## src/rtl/program_loader_if.sv

```systemverilog
`default_nettype none
// ============================================================================
// Module      : program_loader_if
// Description : Byte-stream and instruction-memory write bundle for the
//               program loader.
//               Stream : in_data, in_valid (source -> loader), in_ready (back)
//               Memory : mem_write, mem_addr, mem_wdata (loader -> memory)
//               master = loader side, slave = source/memory side.
// Revision    : 1.0 - initial release
// ============================================================================
interface program_loader_if #(
  parameter int ADDR_WIDTH = 8
);
  logic [7:0]            in_data;
  logic                  in_valid;
  logic                  in_ready;
  logic                  mem_write;
  logic [ADDR_WIDTH-1:0] mem_addr;
  logic [31:0]           mem_wdata;

  modport master (
    input  in_data, in_valid,
    output in_ready, mem_write, mem_addr, mem_wdata
  );

  modport slave (
    output in_data, in_valid,
    input  in_ready, mem_write, mem_addr, mem_wdata
  );
endinterface
`default_nettype wire

```

## src/rtl/program_loader.sv

```systemverilog
`default_nettype none
// ============================================================================
// Module      : program_loader
// Description : Fills instruction memory from a big-endian byte stream
//               (N_hi, N_lo, N*4 word bytes, XOR checksum) and holds the CPU
//               in reset until the image is loaded and verified.
// Ports       : clock        - system clock, rising edge
//               reset        - asynchronous active-low reset
//               start        - load request pulse (IDLE/DONE/ERROR only)
//               bus          - stream sink + memory write port (master)
//               cpu_reset_n  - active-low CPU reset, high only in DONE
//               done/error   - load status
//               words_loaded - words written in the current load
// Revision    : 1.0 - initial release
// ============================================================================
module program_loader #(
  parameter int ADDR_WIDTH = 8,
  parameter int DATA_WIDTH = 32
) (
  input  wire logic              clock,
  input  wire logic              reset,
  input  wire logic              start,
  program_loader_if.master       bus,
  output logic                   cpu_reset_n,
  output logic                   done,
  output logic                   error,
  output logic [ADDR_WIDTH:0]    words_loaded
);

  localparam int         c_BYTES     = DATA_WIDTH / 8;
  // Largest legal word count; 17 bits so a 16-bit header can exceed it.
  localparam logic [16:0] c_CAPACITY = 17'd1 << ADDR_WIDTH;

  localparam logic [2:0] c_IDLE   = 3'd0;
  localparam logic [2:0] c_HDR_HI = 3'd1;
  localparam logic [2:0] c_HDR_LO = 3'd2;
  localparam logic [2:0] c_DATA   = 3'd3;
  localparam logic [2:0] c_WRITE  = 3'd4;
  localparam logic [2:0] c_CHECK  = 3'd5;
  localparam logic [2:0] c_DONE   = 3'd6;
  localparam logic [2:0] c_ERROR  = 3'd7;

  logic [2:0]            r_state;
  logic [2:0]            w_next_state;
  logic [15:0]           r_n;
  logic [7:0]            r_csum;
  logic [DATA_WIDTH-9:0] r_word;       // first three bytes of the word in flight
  logic [1:0]            r_byte_cnt;
  logic [ADDR_WIDTH:0]   r_words;
  logic [ADDR_WIDTH-1:0] r_mem_addr;
  logic [31:0]           r_mem_wdata;

  logic                  w_accept;
  logic                  w_restart;
  logic                  w_last_byte;
  logic [15:0]           w_n_full;
  logic                  w_oversize;
  logic [ADDR_WIDTH:0]   w_words_inc;

  assign w_accept    = bus.in_valid && bus.in_ready;
  assign w_restart   = start && ((r_state == c_IDLE) || (r_state == c_DONE) ||
                                 (r_state == c_ERROR));
  assign w_last_byte = (r_byte_cnt == 2'(c_BYTES - 1));
  // Full word count as seen while the low header byte is on the bus.
  assign w_n_full    = {r_n[15:8], bus.in_data};
  assign w_oversize  = {1'b0, w_n_full} > c_CAPACITY;
  assign w_words_inc = r_words + 1'b1;

  // --------------------------------------------------------------------------
  // State register
  // --------------------------------------------------------------------------
  always_ff @(posedge clock or negedge reset) begin
    if (!reset) begin
      r_state <= c_IDLE;
    end else begin
      r_state <= w_next_state;
    end
  end

  // --------------------------------------------------------------------------
  // Next-state logic
  // --------------------------------------------------------------------------
  always_comb begin
    w_next_state = r_state;
    case (r_state)
      c_IDLE, c_DONE, c_ERROR: begin
        if (start) w_next_state = c_HDR_HI;
      end
      c_HDR_HI: begin
        if (w_accept) w_next_state = c_HDR_LO;
      end
      c_HDR_LO: begin
        if (w_accept) begin
          if (w_n_full == 16'd0) w_next_state = c_CHECK;
          else if (w_oversize)   w_next_state = c_ERROR;
          else                   w_next_state = c_DATA;
        end
      end
      c_DATA: begin
        if (w_accept && w_last_byte) w_next_state = c_WRITE;
      end
      c_WRITE: begin
        w_next_state = (17'(w_words_inc) == {1'b0, r_n}) ? c_CHECK : c_DATA;
      end
      c_CHECK: begin
        if (w_accept) w_next_state = (bus.in_data == r_csum) ? c_DONE : c_ERROR;
      end
      default: w_next_state = c_IDLE;
    endcase
  end

  // --------------------------------------------------------------------------
  // Output decode
  // --------------------------------------------------------------------------
  always_comb begin
    bus.in_ready  = 1'b0;
    bus.mem_write = 1'b0;
    done          = 1'b0;
    error         = 1'b0;
    cpu_reset_n   = 1'b0;
    case (r_state)
      c_HDR_HI, c_HDR_LO, c_DATA, c_CHECK: bus.in_ready = 1'b1;
      c_WRITE: bus.mem_write = 1'b1;
      c_DONE: begin
        done        = 1'b1;
        cpu_reset_n = 1'b1;
      end
      c_ERROR: error = 1'b1;
      default: ;
    endcase
  end

  // --------------------------------------------------------------------------
  // Datapath: header, checksum, word assembly, write address/data
  // --------------------------------------------------------------------------
  always_ff @(posedge clock or negedge reset) begin
    if (!reset) begin
      r_n         <= '0;
      r_csum      <= '0;
      r_word      <= '0;
      r_byte_cnt  <= '0;
      r_words     <= '0;
      r_mem_addr  <= '0;
      r_mem_wdata <= '0;
    end else begin
      if (w_restart) begin
        r_csum     <= '0;
        r_words    <= '0;
        r_byte_cnt <= '0;
      end
      // The checksum byte itself is never folded into the running XOR.
      if (w_accept && (r_state != c_CHECK)) begin
        r_csum <= r_csum ^ bus.in_data;
      end
      if (w_accept) begin
        case (r_state)
          c_HDR_HI: r_n[15:8] <= bus.in_data;
          c_HDR_LO: r_n[7:0]  <= bus.in_data;
          c_DATA: begin
            r_word     <= {r_word[DATA_WIDTH-17:0], bus.in_data};
            r_byte_cnt <= r_byte_cnt + 2'd1;
            // Address/data are captured here so they are valid throughout
            // WRITE and hold afterwards.
            if (w_last_byte) begin
              r_mem_addr  <= r_words[ADDR_WIDTH-1:0];
              r_mem_wdata <= {r_word, bus.in_data};
            end
          end
          default: ;
        endcase
      end
      if (r_state == c_WRITE) begin
        r_words <= w_words_inc;
      end
    end
  end

  assign bus.mem_addr  = r_mem_addr;
  assign bus.mem_wdata = r_mem_wdata;
  assign words_loaded  = r_words;

endmodule
`default_nettype wire

```

## src/flat_wrapper.sv

```systemverilog
// flat-port wrapper written by rule: the top's interface ports become plain ports
module program_loader_flat 
#(
  parameter int ADDR_WIDTH = 8,
  parameter int DATA_WIDTH = 32
)
  (clock, reset, start, cpu_reset_n, done, error, words_loaded, bus_in_data, bus_in_valid, bus_in_ready, bus_mem_write, bus_mem_addr, bus_mem_wdata);
  program_loader_if #(.ADDR_WIDTH(ADDR_WIDTH)) bus_i ();
  input  wire logic clock;
  input  wire logic reset;
  input  wire logic start;
  output logic cpu_reset_n;
  output logic done;
  output logic error;
  output logic [ADDR_WIDTH:0] words_loaded;
  input wire logic [$bits(bus_i.in_data)-1:0] bus_in_data;
  input wire logic [$bits(bus_i.in_valid)-1:0] bus_in_valid;
  output wire logic [$bits(bus_i.in_ready)-1:0] bus_in_ready;
  output wire logic [$bits(bus_i.mem_write)-1:0] bus_mem_write;
  output wire logic [$bits(bus_i.mem_addr)-1:0] bus_mem_addr;
  output wire logic [$bits(bus_i.mem_wdata)-1:0] bus_mem_wdata;
  assign bus_i.in_data = bus_in_data;
  assign bus_i.in_valid = bus_in_valid;
  assign bus_in_ready = bus_i.in_ready;
  assign bus_mem_write = bus_i.mem_write;
  assign bus_mem_addr = bus_i.mem_addr;
  assign bus_mem_wdata = bus_i.mem_wdata;
  program_loader #(.ADDR_WIDTH(ADDR_WIDTH), .DATA_WIDTH(DATA_WIDTH)) u_core (.clock(clock), .reset(reset), .start(start), .bus(bus_i), .cpu_reset_n(cpu_reset_n), .done(done), .error(error), .words_loaded(words_loaded));
endmodule
```

## config.mk

```make
export PLATFORM = sky130hd
export DESIGN_NAME = program_loader_flat
export DESIGN_NICKNAME = d
export VERILOG_FILES = /design/src/rtl/program_loader_if.sv /design/src/rtl/program_loader.sv /design/src/flat_wrapper.sv
export SDC_FILE = /design/constraint.sdc
export NUM_CORES = 1
export LEC_CHECK = 0
export ABC_AREA = 1
export BUFFER_PORTS_ARGS = -buffer_cell sky130_fd_sc_hd__buf_2
export CORE_MARGIN = 2
export CORE_UTILIZATION = 55
export CTS_CLUSTER_SIZE = 14
export DETAILED_ROUTE_END_ITERATION = 6
export GPL_ROUTABILITY_DRIVEN = 0
export PLACE_DENSITY = 0.77
export SLEW_MARGIN = 20
export SYNTH_ARGS = -nofsm -noshare
export SYNTH_HDL_FRONTEND = slang
export SYNTH_SLANG_ARGS = --single-unit
```

## constraint.sdc

```tcl
create_clock -name clock -period 4.76 [get_ports clock]
set_input_delay 0.476 -clock clock [delete_from_list [all_inputs] [get_ports clock]]
set_output_delay 0.476 -clock clock [all_outputs]
set_load 0.01 [all_outputs]
```

==> metrics.yaml, run 1 <==
run_status:
  status: "complete, no violations"
synthesis:
  synth_edf_count: 0
  ys.flop_type: "dfrtp_1"
  synth_cell_types: 29
  synthArstFlopShare: 1.00
  ys_top_cells_by_area: "dfrtp_1, nand2_1, o21ai_0, inv_1, nand3_1"
  yosys_warnings: 0
  synth.most_common_cell: "nand2_1"
  syn_nets: 505
  yosys.area_share.simple: 0.189
  synth.yosys.seq_area_share: 0.581
  syn-mean-instance-area_um2: 8.95
  synth_top_area_share: 0.581
  muxShareOfSynthArea: 0.00342
  synth-xor-area-share: 0.0219
  synth_area_um2: 4390
  synth_top_family_by_area: "simple AND/OR/NAND/NOR gates"
  syn_inst: 491
  synth_top_area_cell: "dfrtp_1"
  ys_seq_elements: 102
  synthAdderAreaFrac: 0.00570
  synth_compound_area_frac: 0.127
  synth_commonest_cells: "nand2_1, dfrtp_1, o21ai_0"
sta:
  max_freq_mhz: 425
  slew_headroom: 0.561
  finalHoldViolations: 0
  min_period_ps: 2350
  period_share: 0.495
  fin_setup_tns_ps: 0
  worst_slew_pin_slew_ps: 659
  slew_violations: 0
  whs_ps: 115
  setup_viol: 0
  fin_worst_skew_ps: 12.5
  rsz0062_at_grt: "no"
clocking:
  htreeDepth: 3
  cts-buffers-inserted: 9
  ctsHoldBuffers: 0
  clk_pin_slew_worst_paths_ps: 110
  post_cts_buffers: 0
  clk_path_buf_depth: 2
  cts_resized: 0
  cts_sinks: 102
  cts_tree: "yes"
  clk_latency_ps: 370
  root_buffer: "clkbuf_8"
critical_path:
  crit_start: "u_core.r_state[0]$_DFFE_PN0P_"
  reg2reg_from: "u_core.r_state[0]$_DFFE_PN0P_"
  required_ps: 5010
  cp-start-kind: "flip-flop"
  arrival_ps: 2600
  cp-end-kind: "flip-flop"
  reg2reg_depth: 9
  worstSetupPathType: "flip-flop to flip-flop"
  worstPathMaxFanout: 48
global_routing:
  antenna_found_initial: 0
  grt_max_degree: 53
  grtUsageTotal: 0.234
  grt_pass1_vias: 3304
  grt_overflow_total: 0
  grt_pass1_wl_mm: 15.9
die:
  start_util: 0.568
  io_pins: 66
  fp.dieH_um: 93.4
  die-area_um2: 8720
  core_region_area_um2: 7730
  die_w_um: 93.4
  rows: 32
power:
  pwr-share-comb: 0.313
  p_sw_frac: 0.371
  powerDensity_nw_per_um2: 581
  p_int_uw: 1820
  p_clk_frac: 0.215
  power.leakage_uw: 0.00253
  netSwitchingPower_uw: 1080
  peakVddDrop_uv: 358
  seq_power_share: 0.472
routing:
  route.detailed.drc: 0
  drt_iter0_markers: 253
  post_drt_via_cell_ratio: 5.28
  ant_nets: 0
  wl_mm: 9.46
  wl_per_cell_um: 14.4
  firstDrtPassIters: 5
  via_count: 3480
place:
  dp_cells: 643
  io_buffers: 65
  dpl.hpwl_mm: 6.66
finish:
  drive_above_1_share: 0.180
  antenna_cells: 0
  layoutNonFillerInstCount: 659
  syn2layout_area_growth_pct: 13.7
  fin_nets: 566
run:
  max-cap-violations: 0
min_path:
  hold_class: "input port to asynchronous set/reset pin"
[final cells by class]
type | instances | area, µm²
timing repair buffer | 68 | 350
clock buffer | 10 | 138
multi-input combinational | 315 | 1520
clock inverter | 6 | 92.6
fill | 635 | 2730
inverter | 56 | 210
sequential | 102 | 2550
tap | 102 | 128
[final timing paths]
check                                                 endpoint  slack (ps)
min                        u_core.bus.mem_wdata[8]$_DFFE_PN0P_         120
max reg2reg                u_core.bus.mem_wdata[2]$_DFFE_PN0P_        2410
min reg2reg                      u_core.r_word[19]$_DFFE_PN0P_         490
min in group clock                u_core.r_word[3]$_DFFE_PN0P_         380
max in group asynchronous   u_core.words_loaded[2]$_DFFE_PN0P_        3530
max                        u_core.bus.mem_wdata[2]$_DFFE_PN0P_        2410
[metal layers]
metal | vias up | routed length (µm) | global-route usage
li1 | 1703 | - | -
met1 | 1675 | 4480 | 0.339
met2 | 87 | 4420 | 0.364
met3 | 15 | 409 | 0.0322
met4 | 0 | 150 | 0.0833
met5 | - | 0 | 0
[flip-flops by register name, indices dropped and copies added, names as in the netlist]
name                  count
u_core.r_word            24
u_core.bus.mem_addr       8
u_core.r_csum             8
u_core.r_state            3
u_core.r_n               16
u_core.bus.mem_wdata     32
u_core.words_loaded       9
u_core.r_byte_cnt         2
[metrics by stage]
stage	setup slack (ps)	power (µW)	cell area (µm²)	util
after global routing	2160	3110	4990	0.646
after floorplan	3120	1980	4390	-
final	2410	2900	4990	0.646
after global placement	2500	2230	4760	0.616
after CTS	2400	2910	4990	0.646
after detailed placement	2420	2290	4760	0.616
[placed cells by master, fill, tap and decap left out, drive strengths merged]
| cell type | instances |
|---|---|
| xor2 | 3 |
| a31o | 1 |
| nand3 | 28 |
| nor3 | 3 |
| nor2 | 23 |
| clkinv | 1 |
| o31ai | 1 |
| xnor2 | 8 |
| ha | 2 |
| clkinvlp | 2 |
| nand2 | 134 |
| nand3b | 1 |
| o21ai | 96 |
| clkbuf | 10 |
| a21oi | 3 |
| bufinv | 2 |
| nand4 | 5 |
| o22ai | 6 |
| mux2 | 1 |
| buf | 68 |
| dfrtp | 102 |
| inv | 57 |
[logic make-up after synthesis]
logic type	count (synthesis)
buffers and inverters	74
flip-flops	102
XOR/XNOR	11
AND/OR/NAND/NOR	194
adder cells (fa/ha/maj)	2
multiplexers	1
AO/OA/AOI/OAI	107
[critical path, stage by stage, from the launching register on]
cell     delay [ps]
dfrtp_1         470
inv_2           100
nor2_4          110
nand2_2          90
nor2_4           90
buf_4           360
nand2_2         400
buf_4           400
nand2_1         110
o21ai_0          80
[power by group through the flow]
stage | Combinational [µW] | Sequential, µW | Clock [µW]
3_5_place_dp | 907 | 1380 | 0
4_1_cts | 913 | 1370 | 628
6_report | 906 | 1370 | 624
3_3_place_gp | 867 | 1370 | 0
5_1_grt | 1050 | 1400 | 667
2_1_floorplan | 594 | 1390 | 0
No activity file was read; power rests on OpenSTA's default activity.
==> run 2: changes to the inputs <==
- CORE_UTILIZATION: 55 -> 51
- PLACE_DENSITY: 0.77 -> 0.75
- clock period: 4.76 -> 2 ns (I/O delays scaled with it)
==> run 2 against run 1 <==
Compared with the run above:
- sequential cell count unchanged
- count of clock-buffer cells in the layout unchanged
- die area increased by 7.5%
- clock skew decreased by 3.3 ps
- total power increased by 140%
- register-to-register slack got worse by 2200 ps
- critical endpoint is now u_core.r_byte_cnt[0]$_DFF_PN0_
- largest cell class unchanged
- largest power group unchanged
==> metrics.yaml, run 2 (same netlist as run 1, synthesis figures left out) <==
critical_path:
  crit_buf_inv: 3
  worstSetupPathType: "flip-flop to flip-flop"
  required_ps: 2230
  reg2reg_from: "u_core.r_state[0]$_DFFE_PN0P_"
  worstPathMaxFanout: 47
  crit_start: "u_core.r_state[0]$_DFFE_PN0P_"
  arrival_ps: 2010
  cp_top_family: "buffers and inverters"
  slowest_delay_ps: 470
  cp-end-kind: "flip-flop"
  crit_slowest_cell: "dfrtp_1"
  cp-start-kind: "flip-flop"
  path_cells: "inv_2 -> nor2_4 -> nand2_2 -> nor2_4 -> buf_4 -> inv_1 -> nand3_1 -> o21ai_0"
  crit_top_cell: "nor2_4"
clocking:
  clk_path_buf_depth: 2
  clk_pin_slew_worst_paths_ps: 100
  cts-buffers-inserted: 9
  root_buffer: "clkbuf_8"
  post_cts_buffers: 0
  cts_tree: "yes"
  htreeDepth: 3
  cts_sinks: 102
  clk_latency_ps: 350
place:
  preCtsSetupSlack_ps: 226
  io_buffers: 65
  dpl.hpwl_mm: 6.70
finish:
  fillers: 706
  syn2layout_area_growth_pct: 14.8
  final_common_cell: "nand2_1"
  antenna_cells: 0
  fin_util: 0.607
  drive_above_1_share: 0.179
  fin_nets: 568
  largest_reg_flops: 32
  final_cell_mix: "nand2_1, dfrtp_1, o21ai_0"
global_routing:
  grt_pass1_wl_mm: 15.9
  grt_overflow_total: 0
  grt_max_degree: 103
  grtUsageTotal: 0.208
  grt_pass1_vias: 3302
  antenna_found_initial: 0
routing:
  ant_nets: 0
  post_drt_via_cell_ratio: 5.19
  firstDrtPassIters: 4
  drt_iter0_markers: 245
  via_count: 3441
  wl_per_cell_um: 14.1
  wl_mm: 9.36
  route.detailed.drc: 0
power:
  p_int_uw: 4310
  netSwitchingPower_uw: 2510
  powerDensity_nw_per_um2: 1350
  peakVddDrop_uv: 806
  p_clk_frac: 0.205
  power.leakage_uw: 0.00255
  p_sw_frac: 0.368
  seq_power_share: 0.476
  pwr-share-comb: 0.318
sta:
  layout_setup_ws_ps: 216
  max_freq_mhz: 561
  slew_violations: 0
  fin_setup_tns_ps: 0
  min_period_ps: 1780
  setup_viol: 0
  rsz0062_at_grt: "no"
  period_share: 0.892
  finalHoldViolations: 0
  fin_worst_skew_ps: 9.20
  slew_headroom: 0.644
  worst_slew_pin_slew_ps: 534
die:
  start_util: 0.529
  core_region_area_um2: 8300
  die_w_um: 96.8
  die-area_um2: 9370
  fp.dieH_um: 96.8
  rows: 33
  io_pins: 66
run:
  max-cap-violations: 0
min_path:
  worstHoldStart: "bus_in_data[1]"
  hold_class: "input port to flip-flop"
run_status:
  status: "complete, no violations"
run 2: routing by layer:
metal	up-vias	wire length, µm	global-route usage	part of all wire
met5	-	0	0	0
met4	0	96	0.0704	0.010
met1	1642	4520	0.300	0.48
met2	85	4340	0.317	0.46
met3	10	402	0.0426	0.043
li1	1704	-	-	-
run 2: worst reg2reg max path: cells and delay by family (launching register included):
family / cells / cell delay, ps
flip-flops: 1 / 470
buffers and inverters: 3 / 650
AND/OR/NAND/NOR: 4 / 430
AO/OA/AOI/OAI: 1 / 110
run 2: path summary, 6_finish.rpt:
kind,endpoint,slack (ps),cells past startpoint
setup / recovery,u_core.r_byte_cnt[0]$_DFF_PN0_,220,8
min in group asynchronous,u_core.r_word[0]$_DFFE_PN0P_,440,3
max in group asynchronous,u_core.words_loaded[0]$_DFFE_PN0P_,1120,3
hold / removal,u_core.r_word[1]$_DFFE_PN0P_,100,3
setup reg to reg,u_core.r_byte_cnt[0]$_DFF_PN0_,220,8
hold reg to reg,u_core.bus.mem_addr[1]$_DFFE_PN0P_,490,2
run 2: what timing repair did:
action,CTS,global route
gates resized for setup,0,2
hold endpoints to repair,102,0
endpoints found under the setup margin,0,3
hold buffers,1,0
run 2: metrics by stage:
step,power (µW),cells,hold slack [ps],cell area [µm²]
final,6810,663,103,5040
after global routing,7340,663,115,5040
after CTS,6860,663,90.6,5030
after detailed placement,5460,647,309,4810
after global placement,5310,647,301,4810
after floorplan,4710,491,-95.6,4390
run 2: cell type report:
class / instances / area [µm²] / area share
clock buffer: 10 / 128 / 0.0253
inverter: 56 / 210 / 0.0417
tap: 105 / 131 / 0.0261
timing repair buffer: 70 / 405 / 0.0804
sequential: 102 / 2550 / 0.507
clock inverter: 5 / 85.1 / 0.0169
multi-input combinational: 315 / 1530 / 0.303
run 2: power by group through the flow:
| stage | Clock [µW] | Combinational (µW) | Sequential (µW) |
|---|---|---|---|
| 5_1_grt | 1510 | 2490 | 3340 |
| 3_3_place_gp | 0 | 2070 | 3240 |
| 2_1_floorplan | 0 | 1410 | 3300 |
| 3_5_place_dp | 0 | 2170 | 3280 |
| 4_1_cts | 1430 | 2190 | 3250 |
| 6_report | 1400 | 2170 | 3250 |
==> run 3: changes to the inputs <==
- CORE_UTILIZATION: 51 -> 55
- PLACE_DENSITY: 0.75 -> 0.77
- clock period: 2 -> 2.2 ns (I/O delays scaled with it)
==> run 3 against run 2 <==
Compared with the run above:
- worst hold slack gained 36 ps
- critical path depth shrank 3
- clock power shrank 20%
- setup slack gained 46 ps
- largest cell class unchanged
==> metrics.yaml, run 3 (same netlist as run 1, synthesis figures left out) <==
finish:
  drive_above_1_share: 0.182
  layoutNonFillerInstCount: 662
  fin_nets: 569
  antenna_cells: 0
  final_common_cell: "nand2_1"
  syn2layout_area_growth_pct: 14.1
  largest_reg_flops: 32
  final_cell_mix: "nand2_1, dfrtp_1, o21ai_0"
  fillers: 645
place:
  preCtsSetupSlack_ps: 409
  dp_cells: 645
  io_buffers: 65
  dpl.hpwl_mm: 6.60
power:
  p_int_uw: 3710
  p_sw_frac: 0.384
  p_clk_frac: 0.186
  seq_power_share: 0.488
  fin_total_pwr_uw: 6020
  peakVddDrop_uv: 607
  powerDensity_nw_per_um2: 1200
  power.leakage_uw: 0.00254
  pwr-share-comb: 0.325
  netSwitchingPower_uw: 2310
sta:
  min_period_ps: 1940
  period_share: 0.881
  slew_headroom: 0.531
  finalHoldViolations: 0
  fin_worst_skew_ps: 9.96
  worst_slew_pin_slew_ps: 704
  layout_setup_ws_ps: 262
  setup_viol: 0
  rsz0062_at_grt: "no"
  slew_violations: 0
  max_freq_mhz: 516
  fin_setup_tns_ps: 0
routing:
  ant_nets: 0
  firstDrtPassIters: 5
  wl_mm: 9.17
  route.detailed.drc: 0
  via_count: 3461
  post_drt_via_cell_ratio: 5.23
  drt_iter0_markers: 204
  wl_per_cell_um: 13.9
clocking:
  clk_pin_slew_worst_paths_ps: 100
  cts_resized: 0
  root_buffer: "clkbuf_8"
  cts_tree: "yes"
  cts_sinks: 102
  clk_path_buf_depth: 2
  clk_latency_ps: 360
  htreeDepth: 3
  cts-buffers-inserted: 9
critical_path:
  arrival_ps: 1720
  crit_slowest_cell: "dfrtp_1"
  slowest_delay_ps: 470
  crit_top_cell: "inv_1"
  path_cells: "inv_1 -> nor2_1 -> inv_1 -> nor2_2 -> buf_2"
  worstPathMaxFanout: 7
  required_ps: 1980
  crit_buf_inv: 3
  cp_top_family: "simple AND/OR/NAND/NOR gates"
  cp-start-kind: "flip-flop"
  cp-end-kind: "output port"
  worstSetupPathType: "flip-flop to output port"
global_routing:
  grtUsageTotal: 0.232
  grt_overflow_total: 0
  antenna_found_initial: 0
  grt_pass1_wl_mm: 15.9
  grt_pass1_vias: 3382
  grt_max_degree: 56
die:
  die_w_um: 93.4
  fp.dieH_um: 93.4
  start_util: 0.568
  core_region_area_um2: 7730
  io_pins: 66
  rows: 32
  die-area_um2: 8720
run_status:
  status: "complete, no violations"
run:
  max-cap-violations: 0
min_path:
  hold_class: "input port to flip-flop"
## run 3: changes by cell type in the layout (fill, tap and decap cells not counted)
cell | previous run | this run
inv_6 | 0 | 3
bufinv_16 | 2 | 0
buf_4 | 2 | 3
clkbuf_1 | 1 | 0
dfrtp_1 | 101 | 102
dfrtp_2 | 1 | 0
inv_8 | 0 | 1
nor2_2 | 1 | 2
nor2_4 | 4 | 3
## run 3: tightest hold or removal path: stages
cell	delay, ps
buf_2	130
nand2_1	50
o21ai_0	60
## run 3: final timing paths
check | from | to | slack, ps | cells past startpoint
min in group asynchronous | reset | u_core.bus.mem_wdata[9]$_DFFE_PN0P_ | 430 | 2
hold / removal | bus_in_data[3] | u_core.r_word[3]$_DFFE_PN0P_ | 140 | 3
setup reg to reg | u_core.words_loaded[0]$_DFFE_PN0P_ | u_core.r_state[1]$_DFFE_PN0P_ | 370 | 14
max in group asynchronous | reset | u_core.bus.mem_addr[2]$_DFFE_PN0P_ | 1110 | 3
setup / recovery | u_core.r_state[2]$_DFFE_PN0P_ | bus_mem_write | 260 | 5
hold reg to reg | u_core.bus.mem_wdata[8]$_DFFE_PN0P_ | u_core.bus.mem_wdata[8]$_DFFE_PN0P_ | 490 | 2
## run 3: metrics by stage
step | area (µm²) | utilization | hold WS [ps]
after CTS | 5010 | 0.649 | 127
after global placement | 4820 | 0.623 | 310
after detailed placement | 4820 | 0.623 | 312
final | 5010 | 0.649 | 139
after global routing | 5010 | 0.649 | 147
after floorplan | 4390 | - | -75.6
## run 3: per-layer routing
layer	share of wire	vias to the layer above	track usage	wire length, µm
met4	0.028	0	0.103	261
met1	0.48	1632	0.341	4440
met5	0	-	0	0
li1	-	1717	-	-
met3	0.043	22	0.0314	394
met2	0.44	90	0.345	4080
## run 3: power groups by stage
stage / clock (µW) / sequential, µW / combinational, µW
floorplan: 0 / 3000 / 1280
global placement: 0 / 2940 / 1880
detailed placement: 0 / 2970 / 1960
CTS: 1140 / 2940 / 1980
global route: 1220 / 3030 / 2250
finish: 1120 / 2940 / 1960
## run 3: layout make-up
cell class | instances | area [µm²] | share of cell area
Tap cell | 102 | 128 | 0.0255
Inverter | 56 | 210 | 0.0419
Multi-Input combinational cell | 315 | 1520 | 0.304
Timing Repair Buffer | 71 | 413 | 0.0824
Clock buffer | 9 | 124 | 0.0247
Sequential cell | 102 | 2550 | 0.509
Clock inverter | 7 | 62.6 | 0.0125
## run 3: timing repair
action                    4_1_cts  5_1_grt
hold endpoints to repair       53        0
buffers inserted                0        0
hold buffers                    1        0
